**config.mk**
```make
export PLATFORM = sky130hd
export DESIGN_NAME = ctrl_unit
export DESIGN_NICKNAME = d
export VERILOG_FILES = /design/src/rtl/ctrl_unit.sv
export SDC_FILE = /design/constraint.sdc
export NUM_CORES = 1
export LEC_CHECK = 0
export BUFFER_PORTS_ARGS = -buffer_cell sky130_fd_sc_hd__buf_2
export CAP_MARGIN = 10
export CORE_AREA = 2 2 42 44
export DETAILED_ROUTE_END_ITERATION = 8
export DIE_AREA = 0 0 44 46
export GPL_ROUTABILITY_DRIVEN = 0
export MAX_ROUTING_LAYER = met4
export PLACE_DENSITY = 0.74
export SYNTH_ARGS = -nofsm -noshare
export SYNTH_HDL_FRONTEND = slang
export SYNTH_SLANG_ARGS = --single-unit
export TNS_END_PERCENT = 10
```
**constraint.sdc**
```tcl
create_clock -name Clock -period 1.8 [get_ports Clock]
set_clock_uncertainty 0.05 [all_clocks]
set_input_delay 0.18 -clock Clock [delete_from_list [all_inputs] [get_ports Clock]]
set_output_delay 0.18 -clock Clock [all_outputs]
set_load 0.05 [all_outputs]
```
**src/rtl/ctrl_unit.sv**
```systemverilog
// ctrl_unit: fetch/decode/execute control FSM for the 8-bit accumulator processor.
// Optional build macro CU_INPUT_WAIT_EN: INPUT stalls until the operator pulses Enter.
module ctrl_unit #(
  parameter logic [1:0] ASEL_ADDSUB = 2'd0,
  parameter logic [1:0] ASEL_INPUT  = 2'd1,
  parameter logic [1:0] ASEL_RAM    = 2'd2,
  parameter int         CNT_W       = 8
) (
  input  logic             Clock,
  input  logic             Reset,
  input  logic [2:0]       IR,
  input  logic             Aeq0,
  input  logic             Apos,
  input  logic             Enter,
  output logic             IRload,
  output logic             JMPmux,
  output logic             PCload,
  output logic             Meminst,
  output logic             MemWr,
  output logic             Aload,
  output logic             Sub,
  output logic [1:0]       Asel,
  output logic             Halt,
  output logic [3:0]       State,
  output logic [CNT_W-1:0] Icount
);

  typedef enum logic [3:0] {
    S_START  = 4'd0,
    S_FETCH  = 4'd1,
    S_DECODE = 4'd2,
    S_LOAD   = 4'd3,
    S_STORE  = 4'd4,
    S_ADD    = 4'd5,
    S_SUB    = 4'd6,
    S_INPUT  = 4'd7,
    S_JZ     = 4'd8,
    S_JPOS   = 4'd9,
    S_HALT   = 4'd10
  } state_t;

  localparam logic [CNT_W-1:0] CNT_ONE = {{(CNT_W-1){1'b0}}, 1'b1};

  state_t state;
  state_t state_next;
  logic   input_done;
  logic   exec_done;

`ifdef CU_INPUT_WAIT_EN
  assign input_done = Enter;
`else
  // Enter has no effect in this build; OR-ing keeps the port referenced.
  assign input_done = Enter | 1'b1;
`endif

  always_comb begin
    state_next = S_START;
    exec_done  = 1'b0;
    case (state)
      S_START:  state_next = S_FETCH;
      S_FETCH:  state_next = S_DECODE;
      S_DECODE: begin
        case (IR)
          3'b000:  state_next = S_LOAD;
          3'b001:  state_next = S_STORE;
          3'b010:  state_next = S_ADD;
          3'b011:  state_next = S_SUB;
          3'b100:  state_next = S_INPUT;
          3'b101:  state_next = S_JZ;
          3'b110:  state_next = S_JPOS;
          default: state_next = S_HALT;
        endcase
      end
      S_LOAD, S_STORE, S_ADD, S_SUB, S_JZ, S_JPOS: begin
        state_next = S_FETCH;
        exec_done  = 1'b1;
      end
      S_INPUT: begin
        state_next = input_done ? S_FETCH : S_INPUT;
        exec_done  = input_done;
      end
      S_HALT:   state_next = S_HALT;
      default:  state_next = S_START;
    endcase
  end

  // Icount retires an instruction on the edge that leaves its execute state.
  always_ff @(posedge Clock) begin
    if (Reset) begin
      state  <= S_START;
      Icount <= '0;
    end else begin
      state <= state_next;
      if (exec_done) begin
        Icount <= Icount + CNT_ONE;
      end
    end
  end

  // Reset overrides every strobe so a mid-instruction reset cannot write RAM or jump.
  always_comb begin
    IRload  = 1'b0;
    JMPmux  = 1'b0;
    PCload  = 1'b0;
    Meminst = 1'b0;
    MemWr   = 1'b0;
    Aload   = 1'b0;
    Sub     = 1'b0;
    Asel    = ASEL_ADDSUB;
    Halt    = 1'b0;
    case (state)
      S_FETCH: begin
        IRload = 1'b1;
        PCload = 1'b1;
      end
      S_DECODE: Meminst = 1'b1;
      S_LOAD: begin
        Meminst = 1'b1;
        Asel    = ASEL_RAM;
        Aload   = 1'b1;
      end
      S_STORE: begin
        Meminst = 1'b1;
        MemWr   = 1'b1;
      end
      S_ADD: begin
        Meminst = 1'b1;
        Aload   = 1'b1;
      end
      S_SUB: begin
        Meminst = 1'b1;
        Sub     = 1'b1;
        Aload   = 1'b1;
      end
      S_INPUT: begin
        Asel  = ASEL_INPUT;
        Aload = input_done;
      end
      S_JZ: begin
        JMPmux = 1'b1;
        PCload = Aeq0;
      end
      S_JPOS: begin
        JMPmux = 1'b1;
        PCload = Apos;
      end
      S_HALT:  Halt = 1'b1;
      default: ;
    endcase
    if (Reset) begin
      IRload  = 1'b0;
      JMPmux  = 1'b0;
      PCload  = 1'b0;
      Meminst = 1'b0;
      MemWr   = 1'b0;
      Aload   = 1'b0;
      Sub     = 1'b0;
      Asel    = ASEL_ADDSUB;
      Halt    = 1'b0;
    end
  end

  assign State = state;

endmodule

```
==> metrics, run 1 <==
Starting Density=0.4186; fillers=136; number of global-route vias before repair=622; initial antenna violation count=0; Final Max Tran Viols=0; Fin. Hold Viols=0; Clock Tree Buf Depth=2; number of flops mapped to enable cells by yosys=0; Final ANT Viol Nets=0; wire per inst=11.97 um; GR Util met2=0.3000; first-pass GRT wire length=2.573 mm; H-tree depth=1; RSZ-0062 raised after global routing=no; final core area utilization=0.6248; Placed Cells=127; largest area contributor in the netlist=dfxtp_1; DRT iter0 DRCs=11; Synth cell types=29; CTS tree=done; grt ovf=0; Worst-path clk slew=0.07 ns; post-synthesis sequential area ratio=0.3556; Routed WL=1.568 mm; Slew Limit Headroom=0.7461; met1 usage=0.2110; Max Fanout on Critical Path=11; TritonCTS buffer count=3; ys async rst share=0; diodes inserted=0; CTS Root Cell=clkbuf_4; Critical Path Sink Type=primary output; die area=2024 um2; Boundary Pins=30; DP Wirelength=1.176 mm; total of max-cap violations=0; Crit Path Class=reg -> out; worst slew pin tran=0.3802 ns; row cnt=15; crit path DAT=1.49 ns; Final min period=1.719 ns; maximum VDD drop=0.0004808 V; Mapped Area=675.6 um2; Synth warnings=0; status=finished, final reports clean; GRT busiest layer=met2; die height=46 um; non-filler cells, final=131; top area cells in the synthesized netlist=dfxtp_1 (36%), xnor2_1 (7.8%), nor2_1 (6.7%); Clock Latency Late Sink=0.27 ns; Clock Sink Count=12; PD cells=694.7 nW/um2; fmax=0.5819 GHz; Syn Inst Count=84; Final Setup Violations=0; DRT Pass-1 Iters=4; fin crit share=0.9548; syn avg cell area=8.043 um2; routed via count=702; NumNets Final=124; Hold Crit Class=in -> reg; layout cell share with drive strength beyond 1=0.4561; Synth Register Bits=12; largest net degree at the start of global routing=12; total track usage=0.1772; IO Port Bufs=28; Worst EP required=1.57 ns; syn nets=93; die width=44 um; total power=0.0007006 W; Post CTS Setup Buffer Count=0; drt drc=0; Most used DFF post-synth=dfxtp_1; Core ar.=1614 um2; vias per std cell=5.359; proportion of netlist area held by the largest area contributor=0.3556; synthesis-to-finish area growth=49.26%; Synth top cells by count=dfxtp_1 (12), nor2_1 (12), nor3_1 (7), xnor2_1 (6), nor4_1 (5); Pleak=0.4017 nW; CP startpoint kind=flop; Global Route met3 Usage=0.02381
## timing repair
action,4_1_cts,5_1_grt
gates resized for setup,2,6
endpoints found under the setup margin,1,5
hold buffers,0,0
## cell usage in the layout, fill, tap and decap left out, drive strengths merged
| cell | instances |
|---|---|
| nand2 | 4 |
| a2111oi | 1 |
| o21ba | 1 |
| a211oi | 1 |
| nor3 | 7 |
| or2 | 1 |
| xor2 | 1 |
| buf | 30 |
| nand2b | 1 |
| nor4 | 5 |
| a31oi | 1 |
| xnor2 | 6 |
| a21oi | 1 |
| o21ai | 4 |
| ha | 1 |
| nand3 | 3 |
| mux2i | 1 |
| nand3b | 2 |
| nor3b | 2 |
| dfxtp | 12 |
| nand4 | 2 |
| nor2 | 12 |
| o31a | 1 |
| nor4b | 2 |
| clkbuf | 7 |
| inv | 1 |
| a21boi | 1 |
| o21a | 3 |
## worst paths after layout
path                                        startpoint                     end  slack (ns)  cells after the start
worst max-delay path               State[3]$_SDFF_PP0_                  PCload        0.08                      4
worst min-delay path                             Reset  Icount[7]$_SDFFE_PP0P_        0.10                      2
worst max register to register     State[2]$_SDFF_PP0_  Icount[6]$_SDFFE_PP0P_        0.22                      4
worst min register to register  Icount[7]$_SDFFE_PP0P_  Icount[7]$_SDFFE_PP0P_        0.47                      2
## worst max-delay path, stage by stage, from the launching register on
cell and delay [ns]:
dfxtp_4 0.39, inv_1 0.08, o21ai_0 0.14, a2111oi_4 0.40
buf_6 0.21
## metrics by stage
step | TNS, ns | hold WS, ns | instance area, um2 | worst slack [ns]
6_report | 0 | 0.1004 | 1008 | 0.08140
5_1_grt | 0 | 0.1118 | 1008 | 0.006117
4_1_cts | 0 | 0.09926 | 992.2 | 0.03106
3_5_place_dp | 0 | 0.3926 | 950.9 | 0.1840
3_3_place_gp | 0 | 0.3917 | 950.9 | 0.2216
2_1_floorplan | -0.2975 | 0.3262 | 787.0 | -0.1455
## state kept, by name (all words and copies together) (netlist names)
register,count
Icount,8
State,4
## cells by family after synthesis
logic type | after synthesis | share of synthesized area
XOR/XNOR | 7 | 0.09074
AND/OR/NAND/NOR | 41 | 0.3166
flip-flops | 12 | 0.3556
multiplexers | 1 | 0.01482
adder cells (fa/ha/maj) | 1 | 0.01852
AO/OA/AOI/OAI | 14 | 0.1500
buffers and inverters | 8 | 0.05370
## cell type report
type | count | area (um2) | area share
well taps | 17 | 21.27 | 0.02109
multi-input cells | 64 | 503.0 | 0.4988
repair buffers | 33 | 191.4 | 0.1898
clock buffers | 4 | 36.28 | 0.03598
flip-flops and latches | 12 | 252.7 | 0.2506
inverters | 1 | 3.754 | 0.003722
## per-layer routing
layer | vias to the layer above | part of all wire
met5 | - | 0
met2 | 26 | 0.47
met1 | 307 | 0.46
met4 | 0 | 0.020
met3 | 5 | 0.049
li1 | 364 | -
## report_power, final
group | total, W | leakage (nW) | internal [W] | switching (W)
sequential | 0.000307 | 0.0998 | 0.000276 | 0.0000303
clock | 0.000209 | 0.0210 | 0.000123 | 0.0000861
combinational | 0.000185 | 0.281 | 0.0000600 | 0.000125
No activity file was read; power rests on OpenSTA's default activity.
==> inputs of run 2 (changes only) <==
--- a/config.mk
+++ b/config.mk
@@ -7,12 +7,11 @@
 export LEC_CHECK = 0
 export BUFFER_PORTS_ARGS = -buffer_cell sky130_fd_sc_hd__buf_2
 export CAP_MARGIN = 10
-export CORE_AREA = 2 2 42 44
+export CORE_AREA = 2 2 62 52
 export DETAILED_ROUTE_END_ITERATION = 8
-export DIE_AREA = 0 0 44 46
+export DIE_AREA = 0 0 64 54
 export GPL_ROUTABILITY_DRIVEN = 0
 export MAX_ROUTING_LAYER = met4
-export PLACE_DENSITY = 0.74
 export SYNTH_ARGS = -nofsm -noshare
 export SYNTH_HDL_FRONTEND = slang
 export SYNTH_SLANG_ARGS = --single-unit
==> run 2 against run 1 <==
Setup slack improved by 0.0085 ns; register-to-register slack better by 0.04 ns; clock power down 23%; sequential cell count did not move; fmax is 0.50% higher; core utilization decreased by 27 points; sequential power decreased by 2%; design area rose by 3.2%; combinational power grew 6%; global-route usage shrank 6.5 points; non-clock buffer count rose by 1; critical path type unchanged; worst hold slack gained 0.061 ns.
==> metrics, run 2 (synthesis gave the netlist of run 1 again) <==
worst path cell trace=inv_1 -> o21ai_0 -> a2111oi_4 -> buf_6; Post-Layout Inst Area=1041 um2; initial antenna violation count=0; CP Launch Point=State[3]$_SDFF_PP0_; Clock Tree Buf Depth=2; die area=3456 um2; routed via count=720; pre-CTS setup slack=0.1844 ns; Slew Limit Headroom=0.7372; Clock Sink Count=12; RSZ-0062 raised after global routing=no; internal reg-to-reg setup slack=0.26 ns; Crit Path Class=reg -> out; min-delay src=IR[2]; commonest non-fill, non-tap cells in the layout=buf_2 (23), nor2_1 (10), dfxtp_1 (8); Final Max Tran Viols=0; CP delay by family, top=compound AO/OA/AOI/OAI gates; fillers=297; crit path DAT=1.48 ns; status=finished, final reports clean; drt drc=0; Max stage delay cell, worst path=dfxtp_4; row cnt=18; Final min period=1.710 ns; DRT iter0 DRCs=25; setup ws final=0.08993 ns; Core ar.=2905 um2; Post CTS Setup Buffer Count=0; Final ANT Viol Nets=0; register area=252.7 um2; Max Fanout on Critical Path=11; worst slew pin tran=0.3935 ns; first-pass GRT wire length=2.980 mm; number of global-route vias before repair=702; vias per std cell=4.675; layout cell share with drive strength beyond 1=0.4561; die height=54 um; Placement Cell Area=987.2 um2; PD cells=631.8 nW/um2; Routed WL=1.734 mm; Boundary Pins=30; wire per inst=11.26 um; synthesis-to-finish area growth=54.07%; IO Port Bufs=28; most common cell after layout, fill and taps aside=buf_2; Fin. Hold Viols=0; fin crit share=0.9500; NumNets Final=125; Most flops, register=Icount; Crit Reg-Reg Startpoint=State[0]$_SDFF_PP0_; maximum VDD drop=0.0003361 V; CTS Hold Bufs=0; CP bufs+invs=2; Critical Path Sink Type=primary output; fmax=0.5848 GHz; footprint of the multi-input gates=503.0 um2; final core area utilization=0.3583; TNS Setup=0 ns; Worst path max stage delay=0.39 ns; die width=64 um; Worst EP required=1.57 ns; max reg flops=8; Worst-path clk slew=0.08 ns; total track usage=0.1122; H-tree depth=1; total of max-cap violations=0; Clock Latency Late Sink=0.27 ns; Pleak=0.4013 nW; Starting Density=0.2326; CTS Root Cell=clkbuf_4; largest net degree at the start of global routing=14; Hold Crit Class=in -> reg; grt ovf=0; CTS tree=done; TritonCTS buffer count=3; CP startpoint kind=flop; diodes inserted=0; Final Setup Violations=0; DP Wirelength=1.372 mm; DRT Pass-1 Iters=4
[run 2: cell types whose count changed in the layout (fill, tap and decap cells not counted), sizes merged]
cell,before,now
clkbuf,7,6
buf,30,31
[run 2: worst paths after layout]
check,end,depth (start not counted)
worst max-delay path,PCload,4
worst min-delay path,State[2]$_SDFF_PP0_,3
worst max register to register,Icount[1]$_SDFFE_PP0P_,4
worst min register to register,Icount[7]$_SDFFE_PP0P_,2
[run 2: metal layers]
layer	vias to the layer above	routed length (um)	GRT usage
li1	361	-	-
met1	334	798	0.1273
met2	23	811	0.1962
met3	2	108	0.02510
met4	0	15	0.04348
met5	-	0	-
[run 2: tightest hold or removal path, cell delays in order]
cell     delay [ns]
buf_2          0.09
o21a_1         0.13
nor4b_1        0.05
[run 2: layout make-up]
| type | count | area share |
|---|---|---|
| inverter | 1 | 0.003606 |
| clock buffer | 3 | 0.02163 |
| multi-input combinational | 64 | 0.4832 |
| tap | 40 | 0.04808 |
| timing repair buffer | 34 | 0.2007 |
| sequential | 12 | 0.2428 |
[run 2: where the power goes]
group / switching, W / total (W) / leakage, nW / internal [W]
clock network: 0.0000827 / 0.000160 / 0.0138 / 0.0000773
logic: 0.000131 / 0.000196 / 0.288 / 0.0000650
registers: 0.0000252 / 0.000301 / 0.0998 / 0.000276
total: 0.000239 / 0.000658 / 0.401 / 0.000419
[run 2: per-stage QoR]
step / std cells / power [W] / hold WS [ns]
2_1_floorplan: 84 / 0.0004566 / 0.3262
3_3_place_gp: 151 / 0.0004983 / 0.4333
3_5_place_dp: 151 / 0.0005014 / 0.4475
4_1_cts: 154 / 0.0006670 / 0.1603
5_1_grt: 154 / 0.0007013 / 0.1668
6_report: 154 / 0.0006577 / 0.1610
[run 2: timing repair]
action	4_1_cts	5_1_grt
resized for setup	3	8
pin swaps	0	0
endpoints found under the setup margin	2	5
